==> config.mk <==
export PLATFORM = sky130hd
export DESIGN_NAME = pipeline_fetch
export DESIGN_NICKNAME = d
export VERILOG_FILES = /design/src/rtl/pipeline_fetch.sv
export SDC_FILE = /design/constraint.sdc
export NUM_CORES = 1
export LEC_CHECK = 0
export BUFFER_PORTS_ARGS = -buffer_cell sky130_fd_sc_hd__buf_2
export CAP_MARGIN = 20
export CORE_MARGIN = 4
export CORE_UTILIZATION = 58
export DETAILED_ROUTE_END_ITERATION = 7
export PLACE_DENSITY = 0.82
export REMOVE_ABC_BUFFERS = 1
export SLEW_MARGIN = 20
export SYNTH_ARGS = -nofsm -noshare
export SYNTH_HDL_FRONTEND = slang
export SYNTH_SLANG_ARGS = --single-unit
==> constraint.sdc <==
create_clock -name clk -period 4.3 [get_ports clk]
set_input_delay 0.215 -clock clk [delete_from_list [all_inputs] [get_ports clk]]
set_output_delay 0.215 -clock clk [all_outputs]
set_load 0.01 [all_outputs]
==> src/rtl/pipeline_fetch.sv <==
// Instruction fetch stage: one outstanding read, redirect drain, optional line buffer.
// Optional feature: define FETCH_LINE_BUFFER_EN to keep the last fetched beat and serve hits from it.
module pipeline_fetch #(
    parameter int                    ADDR_WIDTH = 64,
    parameter int                    DATA_WIDTH = 64,
    parameter logic [ADDR_WIDTH-1:0] RESET_PC   = '0
) (
    input  logic                    clk,
    input  logic                    reset,
    output logic                    mem_req,
    output logic [ADDR_WIDTH-1:0]   mem_addr,
    input  logic                    mem_resp_valid,
    input  logic [DATA_WIDTH-1:0]   mem_rdata,
    input  logic                    decode_ready,
    output logic [DATA_WIDTH/2-1:0] instruction,
    output logic [ADDR_WIDTH-1:0]   instruction_pc,
    input  logic                    redirect_valid,
    input  logic [ADDR_WIDTH-1:0]   redirect_pc
);

    // state | meaning
    // FETCH | request outstanding (or line-buffer hit pending), waiting for the word
    // DRAIN | old request still outstanding after a redirect, its data is dropped
    // HOLD  | instruction presented, waiting for decode to take it
    typedef enum logic [1:0] {FETCH, DRAIN, HOLD} state_t;

    localparam int IW = DATA_WIDTH / 2;
    localparam int TW = ADDR_WIDTH - 3;

    state_t                 state, state_nxt;
    logic                   req_en;
    logic [ADDR_WIDTH-1:0]  pc, pc_nxt;
    logic [ADDR_WIDTH-1:0]  pc_inc, redirect_tgt;
    logic [ADDR_WIDTH-1:0]  drain_addr, drain_addr_nxt;
    logic [ADDR_WIDTH-1:0]  instruction_pc_nxt;
    logic [IW-1:0]          instruction_nxt;
    logic [IW-1:0]          word_sel;
    logic [IW-1:0]          buf_word;
    logic                   buf_hit;
    logic                   resp_take;

    assign pc_inc       = pc + ADDR_WIDTH'(4);
    assign redirect_tgt = redirect_pc & ~ADDR_WIDTH'(3);
    assign word_sel     = pc[2] ? mem_rdata[DATA_WIDTH-1:IW] : mem_rdata[IW-1:0];

    // req_en delays the first request by one edge after reset release
    assign mem_req   = req_en && ((state == DRAIN) || ((state == FETCH) && !buf_hit));
    assign mem_addr  = (state == DRAIN) ? drain_addr : {pc[ADDR_WIDTH-1:3], 3'b000};
    assign resp_take = mem_req && mem_resp_valid && (state == FETCH);

`ifdef FETCH_LINE_BUFFER_EN
    logic [DATA_WIDTH-1:0] lb_data;
    logic [TW-1:0]         lb_tag;
    logic                  lb_valid;

    assign buf_hit  = lb_valid && (lb_tag == pc[ADDR_WIDTH-1:3]);
    assign buf_word = pc[2] ? lb_data[DATA_WIDTH-1:IW] : lb_data[IW-1:0];

    always_ff @(posedge clk or negedge reset) begin
        if (!reset) begin
            lb_valid <= 1'b0;
            lb_tag   <= '0;
            lb_data  <= '0;
        end else if (resp_take) begin
            lb_valid <= 1'b1;
            lb_tag   <= pc[ADDR_WIDTH-1:3];
            lb_data  <= mem_rdata;
        end
    end
`else
    assign buf_hit  = 1'b0;
    assign buf_word = '0;
`endif

    always_ff @(posedge clk or negedge reset) begin
        if (!reset) begin
            state          <= FETCH;
            req_en         <= 1'b0;
            pc             <= RESET_PC;
            drain_addr     <= '0;
            instruction    <= '0;
            instruction_pc <= RESET_PC;
        end else begin
            state          <= state_nxt;
            req_en         <= 1'b1;
            pc             <= pc_nxt;
            drain_addr     <= drain_addr_nxt;
            instruction    <= instruction_nxt;
            instruction_pc <= instruction_pc_nxt;
        end
    end

    always_comb begin
        state_nxt          = state;
        pc_nxt             = pc;
        drain_addr_nxt     = drain_addr;
        instruction_nxt    = instruction;
        instruction_pc_nxt = instruction_pc;
        case (state)
            FETCH: begin
                if (redirect_valid) begin
                    pc_nxt          = redirect_tgt;
                    instruction_nxt = '0;
                    // a response in this same cycle closes the request, so no drain is needed
                    if (mem_req && !mem_resp_valid) begin
                        state_nxt      = DRAIN;
                        drain_addr_nxt = mem_addr;
                    end
                end else if (resp_take) begin
                    if (word_sel == '0) begin
                        pc_nxt = pc_inc;
                    end else begin
                        instruction_nxt    = word_sel;
                        instruction_pc_nxt = pc;
                        state_nxt          = HOLD;
                    end
                end else if (req_en && buf_hit) begin
                    if (buf_word == '0) begin
                        pc_nxt = pc_inc;
                    end else begin
                        instruction_nxt    = buf_word;
                        instruction_pc_nxt = pc;
                        state_nxt          = HOLD;
                    end
                end
            end
            DRAIN: begin
                if (redirect_valid) begin
                    pc_nxt = redirect_tgt;
                end
                if (mem_resp_valid) begin
                    state_nxt = FETCH;
                end
            end
            HOLD: begin
                if (redirect_valid) begin
                    pc_nxt          = redirect_tgt;
                    instruction_nxt = '0;
                    state_nxt       = FETCH;
                end else if (decode_ready && (instruction != '0)) begin
                    pc_nxt          = pc_inc;
                    instruction_nxt = '0;
                    state_nxt       = FETCH;
                end
            end
            default: begin
                state_nxt = FETCH;
            end
        endcase
    end

endmodule

# ---- Word level (Yosys, flattened, before mapping)
# Cells that the tools add are included.
dict set report op_classes {
  n_addsub 1
  n_mul 0
  div 0
  order_cmp 0
  eq_ne 9
  n_shift 0
  muxes 23
  n_bitwise 2
  reduce_logical 17
}
# op n
set ops {}
lappend ops {{$mux W64} 7}
lappend ops {{$mux W32} 6}
lappend ops {{$pmux W64 S3} 1}
lappend ops {{$add A64 B3 Y64 const B} 1}
lappend ops {{$pmux W32 S2} 1}
lappend ops {{$logic_not A32 Y1} 1}
lappend ops {{$reduce_bool A32 Y1} 1}
lappend ops {{$mux W2} 7}
lappend ops {{$reduce_and A5 Y1} 2}
lappend ops {{$ne A3 B3 Y1 const B} 3}
lappend ops {{$reduce_and A4 Y1} 2}
lappend ops {{$ne A3 B2 Y1 const B} 2}
lappend ops {{$pmux W2 S3} 1}
lappend ops {{$logic_and A1 B1 Y1} 5}
lappend ops {{$ne A2 B2 Y1 const B} 2}
lappend ops {{$reduce_and A3 Y1} 1}
lappend ops {{$reduce_bool A3 Y1} 1}
lappend ops {{$eq A2 B1 Y1 const B} 1}
lappend ops {{$eq A2 B2 Y1 const B} 1}
lappend ops {{$logic_not A2 Y1} 1}
lappend ops {{$not A1 Y1} 2}
lappend ops {{$reduce_bool A2 Y1} 1}
lappend ops {{$logic_not A1 Y1} 1}
lappend ops {{$logic_or A1 B1 Y1} 1}
dict set report word_totals {
  regBits 227
  latch_bits 0
  ramBits 0
  mem_bits_ro 0
  inputBits 133
  output_inout_bits 161
  memories 0
}

# ---- Longest topological paths before layout
dict set report logic_depth {
  word_depth 8
  ltp_mapped 9
  ltp_nobuf 7
}

# ---- Least setup slack after synthesis
# OpenSTA, ideal clock, no wires.
dict set report synth_timing {
  kind {flip-flop to flip-flop}
  startpoint {register pc[2]}
  endpoint {register instruction_pc[2]}
  setup_time_ps 125
  t_arrival_ps 2253
  path_slack_ps 1922
  stages_incl_launch_ff 9
  period_less_slack_ps 2378
  path_cell_list {dfrtp_1 > or4_1 > o22a_1 > a21oi_1 > a21oi_1 > nand2_1 > buf_2 > buf_2 > mux2_2}
}
dict set report synth_between {
  elab_chain_len 4
}
# element line_no
set synth_lines {}
lappend synth_lines {{from (decl)} 32} ;# logic [ADDR_WIDTH-1:0] pc, pc_nxt;
lappend synth_lines {{from (signal assigned)} 86} ;# pc <= pc_nxt;
lappend synth_lines {{$mux W32} 44} ;# assign word_sel = pc[2] ? mem_rdata[DATA_WIDTH-1:IW] : mem_rdata[IW-1:0];
lappend synth_lines {{$logic_not A32 Y1} 110} ;# if (word_sel == '0) begin
lappend synth_lines {{$not A1 Y1 (no line)} n/a}
lappend synth_lines {{$reduce_and A4 Y1 (no line)} n/a}
lappend synth_lines {{to (signal assigned)} 89} ;# instruction_pc <= instruction_pc_nxt;
lappend synth_lines {{to (decl)} 16} ;# output logic [ADDR_WIDTH-1:0] instruction_pc,
# Several ways; a longest one is shown, not always the timed one.
# A chain may end at the register's enable or synchronous reset.

# ---- Worst setup path after layout
dict set report layout_timing {
  startpoint {register pc[2]}
  endpoint {register pc[60]}
}
dict set report layout_between {
  elab_chain_len 5
}
# element line_no
set layout_lines {}
lappend layout_lines {{$add A64 B3 Y64} 42} ;# assign pc_inc = pc + ADDR_WIDTH'(4);
lappend layout_lines {{$mux W64} 110}
lappend layout_lines {{$mux W64} 109} ;# end else if (resp_take) begin
lappend layout_lines {{$mux W64} 101} ;# if (redirect_valid) begin
lappend layout_lines {{$pmux W64 S3} 99} ;# case (state)
# Several ways; a longest one is shown, not always the timed one. The select of a mux whose other input is x is not followed.

==> key figures <==
STA
  • Final count of pins violating max slew: 0
  • Fin Clk Skew: about 18 ps
  • Final setup vio count: 0
  • Final Hold Fails: 0
  • RSZ-0062 raised after global routing: false
  • F_max: around 320 MHz
  • Fin crit share: 0.733
  • Setup slack after layout: 1150 ps
  • Tmin final: approximately 3200 ps
  • Slew HR: 0.382
  • Worst-Margin Slew: between 900 and 1000 ps

Final layout
  • Layout Cells excl Fill: roughly 1600
  • Multi-input gate area: 5490 sq um
  • Share of layout cells above drive strength 1: 0.415
  • Filler cells: ~1400
  • Final net count: around 1500
  • Area growth from synthesis to layout: 22.0%
  • Register area: 5580 sq um

Global routing
  • Total track usage: 0.296
  • Grt ovf: 0
  • GR Layer Usage met3: 0.0769
  • GR peak layer: met2
  • Antenna violations before repair: 6
  • Largest net degree at the start of global routing: between 90 and 100
  • Vias in the first global route: approximately 10000
  • Met1 Track Usage GR: 0.375
  • Routing usage on met2: 0.490
  • First-pass GRT wire length: 53000 um

Clocking
  • Post-CTS Repair Setup Buffers: 0
  • Total CTS buffers: 25
  • CTS tree: built
  • Worst-path clk slew: roughly 60 ps
  • Hold_buf cts: 10
  • Clock Root Buffer: clkbuf_16
  • Clock Path Buffers: 3
  • Gates resized, CTS repair: 0
  • Clk sinks: around 220
  • H-Tree Depth: 1
  • Clock Latency Late Sink: around 520 ps

Power
  • Share of power burned in combinational logic: 0.300
  • Sequential Power Share: 0.435
  • Sw Ratio: 0.328
  • Pwr/cell area: approximately 540 nW/um^2
  • Psw: 2.48 mW
  • Leak pwr: roughly 6.2 nW
  • Max VDD drop: ~0.4 mV
  • Internal power: a little over 5 mW
  • Clock power share: 0.265

Floorplan
  • Die area: approximately 22000 sq um
  • Placement row count: 51
  • Starting Density: 0.590
  • Die width: about 150 um
  • IO Count: roughly 290
  • Core Box Area: a little under 20000 sq um
  • Die Ht: approximately 150 um

Worst setup path
  • Critical Path RT: 4740 ps
  • Setup crit start: pc[2]
  • Worst Setup Start Kind: flip-flop
  • Max incr delay on CP: about 790 ps
  • Worst setup EP type: flip-flop
  • R2R depth: 7
  • CP arrival: ~3600 ps
  • Crit-path max FO: 26
  • CP Class: flip-flop to flip-flop
  • CP Cell Sequence: ha_1, and4_1, nand2_1, nor4_1, nand3_1, a211oi_1, a2bb2oi_1
  • Slowest cell on the critical path: dfrtp_2
  • Reg2reg start: pc[2]

Route
  • Via count: around 10000
  • Routed vias/inst: between 6 and 7
  • Post-Route WL: 33900 um
  • Antenna-violating nets left: 0
  • 1st-iter DRT viols: approximately 700
  • DRC Markers: 0
  • 1st-pass router iterations: 5
  • Drt wl/cell: around 21 um

Synth
  • Proportion of synthesized flip-flops having asynchronous set or reset: 1.00
  • Area leader, netlist: dfrtp_1
  • Yosys cell types: slightly above 50
  • Register area share after synthesis: 0.484
  • Area contributors post-synth: dfrtp_1 48%, mux2_2 18%, mux2i_1 3.0%, o22ai_1 2.9%, a2bb2oi_1 2.8%
  • Cell area after synthesis: ~12000 sq um
  • Most frequent cell after synthesis: dfrtp_1
  • Top post-synthesis cells by count: 223 x dfrtp_1, 181 x mux2_2, 61 x nand2_1, 53 x o22ai_1, 46 x clkbuf_1
  • Synth warn: 0
  • Syn Area/Cell: approximately 11 sq um
  • Share of Yosys cell area claimed by the top area cell type: 0.484
  • Number of synthesized flops with an enable pin: 0
  • Synthesis-stage register bit count: about 220
  • Synthesized instance count: about 1100
  • Main synth FF type: dfrtp_1

Placement
  • DP Worst Slack: between 1000 and 1500 ps
  • Placed cell count: 1549
  • # port buffers: approximately 290
  • Hpwl dp: around 23000 um
  • Final GP Congestion: just over 0.9

Run
  • Max Cap Violations: 0

Hold path
  • Worst Hold Class: input port to flip-flop
  • Worst hold start: redirect_pc[50]
  • Hold depth: 3

Outcome
  • Outcome: finished clean
cell families (layout without fill, tap and decap cells):
family                   count (synthesis)  after routing  share of synthesized area
AND/OR/NAND/NOR                        254            254                      0.120
AO/OA/AOI/OAI                          240            240                      0.143
other                                    2              7                   0.000651
adder cells (fa/ha/maj)                  1              1                    0.00109
flip-flops                             223            223                      0.484
multiplexers                           216            216                      0.207
buffers and inverters                  119            401                     0.0446
final cells by class:
class | count | share of cell area
inverters | 37 | 0.00987
well taps | 265 | 0.0236
diodes | 4 | 0.000711
flip-flops and latches | 223 | 0.397
clock buffers | 36 | 0.0517
multi-input cells | 714 | 0.390
clock inverters | 8 | 0.00285
repair buffers | 320 | 0.125
power by group through the flow:
stage / combinational, mW / sequential, mW / clock (mW)
final: 2.27 / 3.29 / 2.01
after global routing: 2.47 / 3.38 / 2.14
after CTS: 2.28 / 3.28 / 2.04
after detailed placement: 2.26 / 3.31 / 0
after global placement: 2.19 / 3.26 / 0
after floorplan: 1.32 / 3.31 / 0
final timing paths:
path                                       to  slack [ps]
setup / recovery                       pc[60]        1150
hold / removal                         pc[50]           6
hold reg to reg                 drain_addr[1]         490
setup reg to reg                       pc[60]        1150
min in group asynchronous  instruction_pc[34]         310
max in group asynchronous  instruction_pc[31]        2860
sequential cells by signal, indices dropped and copies added (netlist names):
register	count
instruction_pc	62
state	2
drain_addr	64
req_en	1
pc	62
instruction	32
worst max-delay path: cells and delay by family (launching register included):
family	cells	cell delay, ps
AND/OR/NAND/NOR	4	1530
AO/OA/AOI/OAI	2	450
flip-flops	1	790
adder cells (fa/ha/maj)	1	310
layout by cell type (no fill, tap or decap), types with 11 or more instances in the layout:
cell,netlist,routed
o21ai_0,36,36
buf_4,3,18
a21oi_1,35,35
clkbuf_16,0,25
a31oi_1,27,27
nand4_1,30,30
nor4_1,24,24
and3_1,11,11
nor3_1,29,29
a2bb2oi_1,37,37
mux2i_1,35,35
nor2_1,23,21
dfrtp_1,223,222
buf_2,21,288
and4_1,12,12
nand2_1,61,60
o22ai_1,53,53
inv_1,37,37
nand3_1,30,30
mux2_2,181,181
per-layer routing:
metal | vias to the layer above | wire length (um)
met3 | 91 | 3270
met2 | 525 | 16300
met4 | 4 | 1250
met5 | - | 25
li1 | 4510 | -
met1 | 4856 | 13000
stage by stage:
step | power, mW | hold WS [ps] | setup TNS (ps) | area (sq um) | util
after floorplan | 4.63 | -80.6 | -410370 | 11200 | -
after global placement | 5.45 | 290 | 0 | 13200 | 0.676
after detailed placement | 5.57 | 288 | 0 | 13200 | 0.676
after CTS | 7.60 | 1.72 | 0 | 14100 | 0.720
after global routing | 7.99 | 11.1 | 0 | 14100 | 0.720
final | 7.56 | 6.00 | 0 | 14100 | 0.720
Power figures use the tool's default switching activity.
